==> config.mk <==
export PLATFORM = sky130hd
export DESIGN_NAME = decode_issue_unit_flat
export DESIGN_NICKNAME = d
export VERILOG_FILES = /design/src/rtl/decode_issue_unit_pkg.sv /design/src/rtl/decode_issue_unit_if.sv /design/src/rtl/decode_issue_unit_load_scoreboard.sv /design/src/rtl/decode_issue_unit.sv /design/src/flat_wrapper.sv
export SDC_FILE = /design/constraint.sdc
export NUM_CORES = 1
export LEC_CHECK = 0
export ABC_AREA = 1
export CAP_MARGIN = 40
export CORE_MARGIN = 2
export CORE_UTILIZATION = 40
export DETAILED_ROUTE_END_ITERATION = 7
export SYNTH_ARGS = -nofsm -noshare
export SYNTH_HDL_FRONTEND = slang
export SYNTH_SLANG_ARGS = --single-unit
==> constraint.sdc <==
create_clock -name clk -period 6.15 [get_ports clk]
set_input_delay 1.23 -clock clk [delete_from_list [all_inputs] [get_ports clk]]
set_output_delay 1.23 -clock clk [all_outputs]
set_load 0.01 [all_outputs]
==> src/rtl/decode_issue_unit_pkg.sv <==
// decode_issue_unit_pkg: opcode constants, field helpers, instruction-class predicates and FSM encodings
package decode_issue_unit_pkg;
  typedef enum logic [1:0] {RUN, HOLD_ONE, HOLD_PAIR} state_t;
  typedef enum logic [1:0] {A_FLUSH, A_HOLD, A_SPLIT, A_BOTH} act_t;
  localparam logic [3:0] OP_NOP = 4'h0;
  localparam logic [3:0] OP_ADD = 4'h1;
  localparam logic [3:0] OP_SRL = 4'h7;
  localparam logic [3:0] OP_LD = 4'h9;
  localparam logic [3:0] OP_ST = 4'hA;
  localparam logic [3:0] OP_BEQ = 4'hB;
  localparam logic [3:0] OP_JMP = 4'hC;
  function automatic logic [3:0] op_of(input logic [15:0] i);
    return i[15:12];
  endfunction
  function automatic logic [3:0] rd_of(input logic [15:0] i);
    return i[11:8];
  endfunction
  function automatic logic [3:0] rs1_of(input logic [15:0] i);
    return i[7:4];
  endfunction
  function automatic logic [3:0] rs2_of(input logic [15:0] i);
    return i[3:0];
  endfunction
  function automatic logic is_nop(input logic [3:0] op);
    return op == OP_NOP || op > OP_JMP;
  endfunction
  function automatic logic is_alu(input logic [3:0] op);
    return op >= OP_ADD && op <= OP_SRL;
  endfunction
  function automatic logic is_writer(input logic [3:0] op);
    return op >= OP_ADD && op <= OP_LD;
  endfunction
  function automatic logic reads_rs1(input logic [3:0] op);
    return is_alu(op) || (op >= OP_LD && op <= OP_BEQ);
  endfunction
  function automatic logic reads_rs2(input logic [3:0] op);
    return is_alu(op) || op == OP_ST || op == OP_BEQ;
  endfunction
  function automatic logic is_mem(input logic [3:0] op);
    return op == OP_LD || op == OP_ST;
  endfunction
  function automatic logic is_ctrl(input logic [3:0] op);
    return op == OP_BEQ || op == OP_JMP;
  endfunction
endpackage

==> src/rtl/decode_issue_unit_if.sv <==
// decode_issue_unit_if: fetch->decode pair, execute feedback and the two issue lanes
interface decode_issue_unit_if;
  logic [15:0] instr1;
  logic [15:0] instr2;
  logic is_branch_taken;
  logic ex_stall;
  logic stall;
  logic issingleinstr;
  logic iss0_valid;
  logic [15:0] iss0_instr;
  logic iss0_we;
  logic iss1_valid;
  logic [15:0] iss1_instr;
  logic iss1_we;
  modport master (
    output instr1, instr2, is_branch_taken, ex_stall,
    input stall, issingleinstr, iss0_valid, iss0_instr, iss0_we, iss1_valid, iss1_instr, iss1_we
  );
  modport slave (
    input instr1, instr2, is_branch_taken, ex_stall,
    output stall, issingleinstr, iss0_valid, iss0_instr, iss0_we, iss1_valid, iss1_instr, iss1_we
  );
endinterface

==> src/rtl/decode_issue_unit_load_scoreboard.sv <==
// load_scoreboard: per-register countdown of in-flight load latency, queried by both issue lanes
module load_scoreboard #(
  parameter int NUM_REGS = 16,
  parameter int LOAD_LAT = 2
) (
  input  logic       clk,
  input  logic       reset,
  input  logic       set_en,
  input  logic [3:0] set_rd,
  input  logic [3:0] q0_rs1,
  input  logic [3:0] q0_rs2,
  input  logic [1:0] q0_en,
  input  logic [3:0] q1_rs1,
  input  logic [3:0] q1_rs2,
  input  logic [1:0] q1_en,
  output logic       busy0,
  output logic       busy1
);
  logic [1:0] cnt [NUM_REGS];
  // a load issue arms its destination; armed counters drain one per cycle
  always_ff @(posedge clk or posedge reset)
    if (reset)
      for (int i = 0; i < NUM_REGS; i++) cnt[i] <= '0;
    else
      for (int i = 0; i < NUM_REGS; i++)
        cnt[i] <= (set_en && set_rd == 4'(i)) ? 2'(LOAD_LAT - 1) : cnt[i] - {1'b0, |cnt[i]};
  assign busy0 = (q0_en[0] && cnt[q0_rs1] != '0) || (q0_en[1] && cnt[q0_rs2] != '0);
  assign busy1 = (q1_en[0] && cnt[q1_rs1] != '0) || (q1_en[1] && cnt[q1_rs2] != '0);
endmodule

==> src/rtl/decode_issue_unit.sv <==
// decode_issue_unit: dual-issue decode with pair splitting, load-use blocking and branch flush.
// Optional SINGLE_ISSUE_FALLBACK_EN asks fetch for single-instruction mode after repeated splits.
module decode_issue_unit
  import decode_issue_unit_pkg::*;
#(
  parameter int NUM_REGS = 16,
  parameter int LOAD_LAT = 2
`ifdef SINGLE_ISSUE_FALLBACK_EN
  ,
  parameter int SPLIT_THRESH = 4,
  parameter int FALLBACK_CYCLES = 8
`endif
) (
  input logic clk,
  input logic reset,
  decode_issue_unit_if.slave bus
);
  state_t st, st_n;
  act_t act;
  logic [15:0] p0, p1, p0_n, p1_n, c0, c1;
  logic [3:0] o0, o1;
  logic fb, split, blk0, blk1, v0, v1, ld0, ld1;
  assign c0 = (st == RUN) ? bus.instr1 : p0;
  assign c1 = (st != RUN) ? p1 : fb ? '0 : bus.instr2;
  assign o0 = op_of(c0);
  assign o1 = op_of(c1);
  load_scoreboard #(.NUM_REGS(NUM_REGS), .LOAD_LAT(LOAD_LAT)) u_sb (
    .clk(clk),
    .reset(reset),
    .set_en(ld0 || ld1),
    .set_rd(ld0 ? rd_of(c0) : rd_of(c1)),
    .q0_rs1(rs1_of(c0)),
    .q0_rs2(rs2_of(c0)),
    .q0_en({reads_rs2(o0), reads_rs1(o0)}),
    .q1_rs1(rs1_of(c1)),
    .q1_rs2(rs2_of(c1)),
    .q1_en({reads_rs2(o1), reads_rs1(o1)}),
    .busy0(blk0),
    .busy1(blk1)
  );
  // pair hazards, action priority, next state, pending slots and lane valids
  always_comb begin
    split = !is_nop(o0) && !is_nop(o1) &&
            ((is_writer(o0) && ((reads_rs1(o1) && rs1_of(c1) == rd_of(c0)) ||
                                (reads_rs2(o1) && rs2_of(c1) == rd_of(c0)) ||
                                (is_writer(o1) && rd_of(c1) == rd_of(c0)))) ||
             (is_mem(o0) && is_mem(o1)) || is_ctrl(o0));
    act = bus.is_branch_taken ? A_FLUSH : (bus.ex_stall || blk0) ? A_HOLD : (split || blk1) ? A_SPLIT : A_BOTH;
    st_n = (act == A_HOLD) ? HOLD_PAIR : (act == A_SPLIT) ? HOLD_ONE : RUN;
    p0_n = (act == A_HOLD) ? c0 : (act == A_SPLIT) ? c1 : '0;
    p1_n = (act == A_HOLD) ? c1 : '0;
    v0 = (act == A_SPLIT || act == A_BOTH) && !is_nop(o0);
    v1 = (act == A_BOTH) && !is_nop(o1);
    ld0 = v0 && o0 == OP_LD;
    ld1 = v1 && o1 == OP_LD;
  end
  assign bus.stall = !reset && (act == A_HOLD || act == A_SPLIT);
  // FSM state register
  always_ff @(posedge clk or posedge reset)
    if (reset) st <= RUN;
    else st <= st_n;
  // pending pair and registered issue lanes
  always_ff @(posedge clk or posedge reset)
    if (reset) begin
      p0 <= '0;
      p1 <= '0;
      bus.iss0_valid <= 1'b0;
      bus.iss0_instr <= '0;
      bus.iss0_we <= 1'b0;
      bus.iss1_valid <= 1'b0;
      bus.iss1_instr <= '0;
      bus.iss1_we <= 1'b0;
    end else begin
      p0 <= p0_n;
      p1 <= p1_n;
      bus.iss0_valid <= v0;
      bus.iss0_instr <= v0 ? c0 : '0;
      bus.iss0_we <= v0 && is_writer(o0);
      bus.iss1_valid <= v1;
      bus.iss1_instr <= v1 ? c1 : '0;
      bus.iss1_we <= v1 && is_writer(o1);
    end
`ifdef SINGLE_ISSUE_FALLBACK_EN
  logic [7:0] sp_cnt, fb_cnt;
  // consecutive hazard splits arm a fixed-length single-issue window
  always_ff @(posedge clk or posedge reset)
    if (reset) begin
      fb <= 1'b0;
      sp_cnt <= '0;
      fb_cnt <= '0;
    end else if (fb) begin
      fb_cnt <= fb_cnt - 8'd1;
      if (fb_cnt == 8'd1) begin
        fb <= 1'b0;
        sp_cnt <= '0;
      end
    end else if (act == A_SPLIT && split) begin
      if (sp_cnt == 8'(SPLIT_THRESH - 1)) begin
        fb <= 1'b1;
        fb_cnt <= 8'(FALLBACK_CYCLES);
      end else sp_cnt <= sp_cnt + 8'd1;
    end else if (act == A_BOTH && !is_nop(o0) && !is_nop(o1)) sp_cnt <= '0;
  assign bus.issingleinstr = fb;
`else
  assign fb = 1'b0;
  assign bus.issingleinstr = 1'b0;
`endif
endmodule

==> src/flat_wrapper.sv <==
// flat-port wrapper written by rule: the top's interface ports become plain ports
module decode_issue_unit_flat import decode_issue_unit_pkg::*;
#(
  parameter int NUM_REGS = 16,
  parameter int LOAD_LAT = 2

)
  (clk, reset, bus_instr1, bus_instr2, bus_is_branch_taken, bus_ex_stall, bus_stall, bus_issingleinstr, bus_iss0_valid, bus_iss0_instr, bus_iss0_we, bus_iss1_valid, bus_iss1_instr, bus_iss1_we);
  decode_issue_unit_if bus_i ();
  input logic clk;
  input logic reset;
  input wire logic [$bits(bus_i.instr1)-1:0] bus_instr1;
  input wire logic [$bits(bus_i.instr2)-1:0] bus_instr2;
  input wire logic [$bits(bus_i.is_branch_taken)-1:0] bus_is_branch_taken;
  input wire logic [$bits(bus_i.ex_stall)-1:0] bus_ex_stall;
  output wire logic [$bits(bus_i.stall)-1:0] bus_stall;
  output wire logic [$bits(bus_i.issingleinstr)-1:0] bus_issingleinstr;
  output wire logic [$bits(bus_i.iss0_valid)-1:0] bus_iss0_valid;
  output wire logic [$bits(bus_i.iss0_instr)-1:0] bus_iss0_instr;
  output wire logic [$bits(bus_i.iss0_we)-1:0] bus_iss0_we;
  output wire logic [$bits(bus_i.iss1_valid)-1:0] bus_iss1_valid;
  output wire logic [$bits(bus_i.iss1_instr)-1:0] bus_iss1_instr;
  output wire logic [$bits(bus_i.iss1_we)-1:0] bus_iss1_we;
  assign bus_i.instr1 = bus_instr1;
  assign bus_i.instr2 = bus_instr2;
  assign bus_i.is_branch_taken = bus_is_branch_taken;
  assign bus_i.ex_stall = bus_ex_stall;
  assign bus_stall = bus_i.stall;
  assign bus_issingleinstr = bus_i.issingleinstr;
  assign bus_iss0_valid = bus_i.iss0_valid;
  assign bus_iss0_instr = bus_i.iss0_instr;
  assign bus_iss0_we = bus_i.iss0_we;
  assign bus_iss1_valid = bus_i.iss1_valid;
  assign bus_iss1_instr = bus_i.iss1_instr;
  assign bus_iss1_we = bus_i.iss1_we;
  decode_issue_unit #(.NUM_REGS(NUM_REGS), .LOAD_LAT(LOAD_LAT)) u_core (.clk(clk), .reset(reset), .bus(bus_i));
endmodule
==> flow_summary.json, run 1 <==
{
  "rsz0062_at_grt": "false",
  "dieArea_sq_um": 14400,
  "first_pass_iters": 5,
  "skew_ns": 0.00697,
  "leakage_nw": 3.18,
  "power_density_nw_per_um2": 468,
  "hp-start": "u_core.u_sb.cnt[1]",
  "slew_headroom": 0.448,
  "drc": 0,
  "antenna_found_initial": 0,
  "max_stage_delay_ns": 0.55,
  "ant_nets": 0,
  "drt_wl_total_um": 15000,
  "cpMostUsedCell": "nand3_1",
  "yosysSeqAreaShare": 0.474,
  "cts_buffers": 9,
  "fin_crit_ns": 5.01,
  "grt_overflow": 0,
  "clockRootBuffer": "clkbuf_16",
  "crit_slowest_cell": "clkdlybuf4s50_1",
  "final_cell_mix": "nand2_1, dfrtp_1, nor2_1",
  "grt_pass1_vias": 4779,
  "critPathKind": "in -> out",
  "syn_area_sq_um": 5390,
  "async_reset_ff_frac": 1.00,
  "worstHoldPathCells": 2,
  "worstHoldEndpoint": "u_core.u_sb.cnt[0]",
  "core_region_area_sq_um": 13200,
  "yosysTopAreaCell": "dfrtp_1",
  "crit_required_ns": 4.92,
  "mostFrequentLayoutCell": "nand2_1",
  "setup_tns_ns": 0,
  "finalSetupViolations": 0,
  "timing_hold_violations_final": 0,
  "drive_gt1_frac": 0.0995,
  "fin_ws_ns": 1.14,
  "yosysTopAreaCellShare": 0.474,
  "synth_cell_type_count": 29,
  "place_congestion": 0.842,
  "ys_seq_elements": 102,
  "syn_nets": 754,
  "cts_tree": "done",
  "synthCells": 718,
  "cap_violations": 0,
  "cts_hold_buf": 0,
  "critPathMaxFanout": 12,
  "clkSlewWorstSetupHoldPaths_ns": 0.07,
  "path_cells": "clkdlybuf4s50_1 > inv_1 > nand2_1 > o21ai_1 > nand2_1 > nand3_1 > nand3_1 > nand3_1 > nand3_1 > nand3_1 > nor2_2 > inv_1 > nand2_2 > a21oi_1 > clkdlybuf4s50_1",
  "htreeDepth": 3,
  "die_y_um": 120,
  "timing.fmax_ghz": 0.199,
  "pre_cts_ws_ns": 1.18,
  "timing.rr.end": "u_core.bus.iss0_we",
  "crit_path_start_kind": "input pin",
  "initial_core_util": 0.408,
  "worstSkewPairLatency_ns": 0.36,
  "r2r-start": "u_core.st[1]",
  "synth.avg_cell_area_sq_um": 7.50,
  "worst_slew_pin_slew_ns": 0.823,
  "period_share": 0.815,
  "grt_pass1_wl_um": 24600,
  "final_util": 0.498,
  "cts_setup_buffers": 0,
  "nFillCells": 1288,
  "cts_resized": 0,
  "fin_nets": 826,
  "synth_edf_count": 0,
  "worstPathArrival_ns": 3.78,
  "status": "finished clean",
  "vias": 4970,
  "synth-main-ff-cell": "dfrtp_1",
  "netlist_top_cells_area": "dfrtp_1, nand2_1, nand3_1",
  "rr_worst_depth": 12,
  "synth_warnings": 0,
  "via_per_inst": 5.12,
  "ios": 74,
  "end_kind": "primary output",
  "dieWidth_um": 120,
  "gr-usage-all-layers": 0.222,
  "dp_hpwl_um": 10600,
  "drtIter0Drc": 374,
  "grt_max_degree": 57,
  "rrSetupSlack_ns": 2.90,
  "syn_to_final_growth_pct": 22.0,
  "min_path_type": "reg -> reg",
  "cts_buffer_depth": 2,
  "slew_viol_final": 0,
  "clock-sinks": 102,
  "avgRoutedWirePerCell_um": 15.5,
  "port_buffers": 72,
  "rows": 42,
  "ir_worst_vdd_uv": 272,
  "antenna_cells": 0
}
==> synth_stat cells, types with 4 or more instances <==
master   number
o21ai_0      12
nor2_1       89
buf_4         5
nand3_4       4
o21ai_2       9
o22ai_1      16
nand4_1       5
nand3_1      74
nand3_2       4
buf_6         4
dfrtp_1     102
inv_1        69
inv_2         8
or2_2        18
o21ai_1      30
nand2_2       7
buf_2         5
nand2_1     234
a21oi_1       5
==> worst max-delay path, delay by kind of cell <==
family / cells / cell delay [ns]
buffers and inverters: 4 / 1.14
AOI/OAI and AO/OA: 2 / 0.58
and+or+nand+nor: 9 / 0.83
==> sequential cells by signal, summed over array words and instances (netlist names) <==
name,count
u_core.bus.iss1_instr,16
u_core.st,2
u_core.bus.iss0_we,1
u_core.p1,16
u_core.bus.iss1_valid,1
u_core.bus.iss1_we,1
u_core.p0,16
u_core.u_sb.cnt,32
u_core.bus.iss0_valid,1
u_core.bus.iss0_instr,16
==> through the flow <==
stage               area (sq um)  total power [mW]  instances  hold slack [ns]
detailed placement          6270              2.46        955            0.492
finish                      6580              3.08        970            0.503
global placement            6270              2.45        955            0.480
floorplan                   5390              1.99        718            0.471
global route                6580              3.32        970            0.543
CTS                         6580              3.08        970            0.508
==> per-layer routing <==
layer  wire, um  global-route usage  share of wire  vias to the layer above
met5          0                   0              0                        -
met1       7010               0.311           0.47                     2331
li1           -                   -              -                     2414
met3       1070              0.0461          0.071                       35
met4        400              0.0831          0.027                        0
met2       6550               0.338           0.44                      190
==> power by group <==
| group | total, mW | internal [mW] | leakage, nW | switching, mW |
|---|---|---|---|---|
| logic | 1.61 | 0.500 | 1.64 | 1.11 |
| clock network | 0.608 | 0.354 | 0.146 | 0.254 |
| registers | 0.857 | 0.808 | 1.40 | 0.0491 |
==> layout make-up <==
class	instances	area [sq um]	share of cell area
Sequential cell	102	2550	0.388
Clock inverter	4	72.6	0.0110
Multi-Input combinational cell	522	2430	0.369
Timing Repair Buffer	78	778	0.118
Inverter	77	292	0.0443
Tap cell	176	220	0.0335
Clock buffer	11	233	0.0354
==> cells by family (layout without fill, tap and decap cells) <==
kind of cell	Yosys count	after routing	share of synthesized area
buf+inv	94	170	0.0757
compound gates	72	72	0.0769
simple gates	449	449	0.373
other cells	1	1	0.000696
flops	102	102	0.474
==> worst max-delay path by stage <==
stage / from / to / slack (ns) / cells after the start
after floorplan: reset / u_core.bus.iss0_instr[0] / 2.24 / 1
after global placement: bus_instr1[11] / bus_stall / 1.19 / 15
after detailed placement: bus_instr1[11] / bus_stall / 1.18 / 15
after CTS: bus_instr1[11] / bus_stall / 1.18 / 15
after global routing: bus_instr2[0] / bus_stall / 0.90 / 15
final: bus_instr2[0] / bus_stall / 1.14 / 15
Note: power is estimated with default switching activity, not from simulation.
==> run 2, diff against run 1 <==
==> constraint.sdc (replaced) <==
create_clock -name clk -period 4.6 [get_ports clk]
set_input_delay 0.92 -clock clk [delete_from_list [all_inputs] [get_ports clk]]
set_output_delay 0.92 -clock clk [all_outputs]
set_load 0.01 [all_outputs]
==> run 2 against run 1 <==
Compared with the run above:
- cell area is 0.61% higher
- non-clock buffer count is 10 higher
- clock skew is 0.00052 ns lower
- first-iteration DRC count is 40% higher
- total power is 33% higher
- worst hold slack better by 0.0039 ns
- highest routed layer unchanged
==> flow_summary.json, run 2 (synthesis gave the netlist of run 1 again) <==
{
  "worstSkewPairLatency_ns": 0.35,
  "clock-sinks": 102,
  "critPathKind": "in -> out",
  "end_kind": "primary output",
  "syn_to_final_growth_pct": 22.8,
  "stdcell_count": 981,
  "drt_wl_total_um": 15000,
  "htreeDepth": 3,
  "nFillCells": 1251,
  "cts_hold_buf": 0,
  "grt_max_degree": 56,
  "ir_worst_vdd_uv": 249,
  "worstPathArrival_ns": 3.45,
  "period_share": 0.950,
  "timing_hold_violations_final": 0,
  "setup_tns_ns": 0,
  "vias": 4950,
  "power_density_nw_per_um2": 618,
  "finalPower_mw": 4.09,
  "clockRootBuffer": "clkbuf_16",
  "drc": 0,
  "core_region_area_sq_um": 13200,
  "cts_tree": "done",
  "antenna_found_initial": 0,
  "initial_core_util": 0.408,
  "rsz0062_at_grt": "false",
  "antenna_cells": 0,
  "grt_pass1_wl_um": 24400,
  "place_congestion": 0.930,
  "drtIter0Drc": 522,
  "slew_viol_final": 0,
  "endpoint": "bus_stall",
  "rr_worst_depth": 12,
  "p_sw_mw": 1.91,
  "drive_gt1_frac": 0.111,
  "via_per_inst": 5.05,
  "critPathMaxFanout": 8,
  "min_path_type": "reg -> reg",
  "port_buffers": 72,
  "cts_buffer_depth": 2,
  "max_flop_register": "u_core.u_sb.cnt",
  "grt_overflow": 0,
  "r2r-start": "u_core.st[1]",
  "multi_input_area_sq_um": 2430,
  "dieArea_sq_um": 14400,
  "avgRoutedWirePerCell_um": 15.3,
  "skew_ns": 0.00646,
  "whs_ns": 0.507,
  "grt_pass1_vias": 4736,
  "dieWidth_um": 120,
  "status": "finished clean",
  "final_cell_mix": "nand2_1, dfrtp_1, nor2_1",
  "cap_violations": 0,
  "ios": 74,
  "p_comb_frac": 0.544,
  "intPower_mw": 2.18,
  "dp_hpwl_um": 10800,
  "rows": 42,
  "clkPwrFrac": 0.175,
  "pre_cts_ws_ns": 0.271,
  "largest_register_ffs": 32,
  "gr-usage-all-layers": 0.217,
  "rrSetupSlack_ns": 1.52,
  "startpoint": "bus_instr1[4]",
  "fin_crit_ns": 4.37,
  "cts_resized": 0,
  "fin_ws_ns": 0.232,
  "cts_setup_buffers": 0,
  "crit_path_start_kind": "input pin",
  "first_pass_iters": 5,
  "crit_required_ns": 3.68,
  "regArea_sq_um": 2550,
  "mostFrequentLayoutCell": "nand2_1",
  "timing.rr.end": "u_core.bus.iss0_we",
  "seqPwrFrac": 0.280,
  "timing.fmax_ghz": 0.229,
  "fin_nets": 836,
  "cts_buffers": 9,
  "die_y_um": 120,
  "ant_nets": 0,
  "clkSlewWorstSetupHoldPaths_ns": 0.06,
  "worst_slew_pin_slew_ns": 0.806,
  "leakage_nw": 3.21,
  "dp.cells": 964,
  "slew_headroom": 0.461,
  "finalSetupViolations": 0,
  "p_sw_frac": 0.466
}
## run 2: how the worst min path moves through the flow
stage | from | cells after the start | slack [ns] | endpoint
after floorplan | u_core.u_sb.cnt[1] | 2 | 0.47 | u_core.u_sb.cnt[0]
after global placement | u_core.u_sb.cnt[9] | 2 | 0.48 | u_core.u_sb.cnt[8]
after detailed placement | u_core.u_sb.cnt[11] | 2 | 0.50 | u_core.u_sb.cnt[10]
after CTS | u_core.u_sb.cnt[11] | 2 | 0.51 | u_core.u_sb.cnt[10]
after global routing | u_core.u_sb.cnt[20] | 2 | 0.53 | u_core.u_sb.cnt[21]
final | u_core.u_sb.cnt[11] | 2 | 0.51 | u_core.u_sb.cnt[10]
## run 2: power by group through the flow
stage / Clock [mW] / Combinational (mW) / Sequential [mW]
2_1_floorplan: 0 / 1.48 / 1.19
3_3_place_gp: 0 / 2.16 / 1.16
3_5_place_dp: 0 / 2.19 / 1.16
4_1_cts: 0.726 / 2.20 / 1.15
5_1_grt: 0.774 / 2.46 / 1.17
6_report: 0.716 / 2.23 / 1.15
## run 2: final cells by class
type                    count  area share
flip-flops and latches    102       0.386
multi-input cells         522       0.367
repair buffers             88       0.129
inverters                  77      0.0441
clock buffers              13      0.0378
well taps                 176      0.0333
clock inverters             3     0.00303
## run 2: critical path: stages
cell	delay [ns]
clkdlybuf4s50_1	0.50
inv_1	0.06
nand2_1	0.14
nand2_1	0.20
nand2_1	0.11
nand3_1	0.07
nand3_1	0.10
nand3_1	0.09
nand3_2	0.13
nand3_2	0.15
nor2_4	0.20
nand2_2	0.08
a21oi_1	0.14
clkdlybuf4s50_1	0.55
## run 2: per-layer routing
metal	global-route usage	vias to the layer above	wire [um]
met5	0	-	0
met4	0.0765	0	414
met3	0.0328	36	994
met2	0.326	189	6430
met1	0.318	2293	7150
li1	-	2432	-
## run 2: stage by stage
stage | utilization | instance area, sq um
after global placement | 0.480 | 6340
after global routing | 0.502 | 6620
after detailed placement | 0.480 | 6340
final | 0.502 | 6620
after CTS | 0.501 | 6610
after floorplan | - | 5390
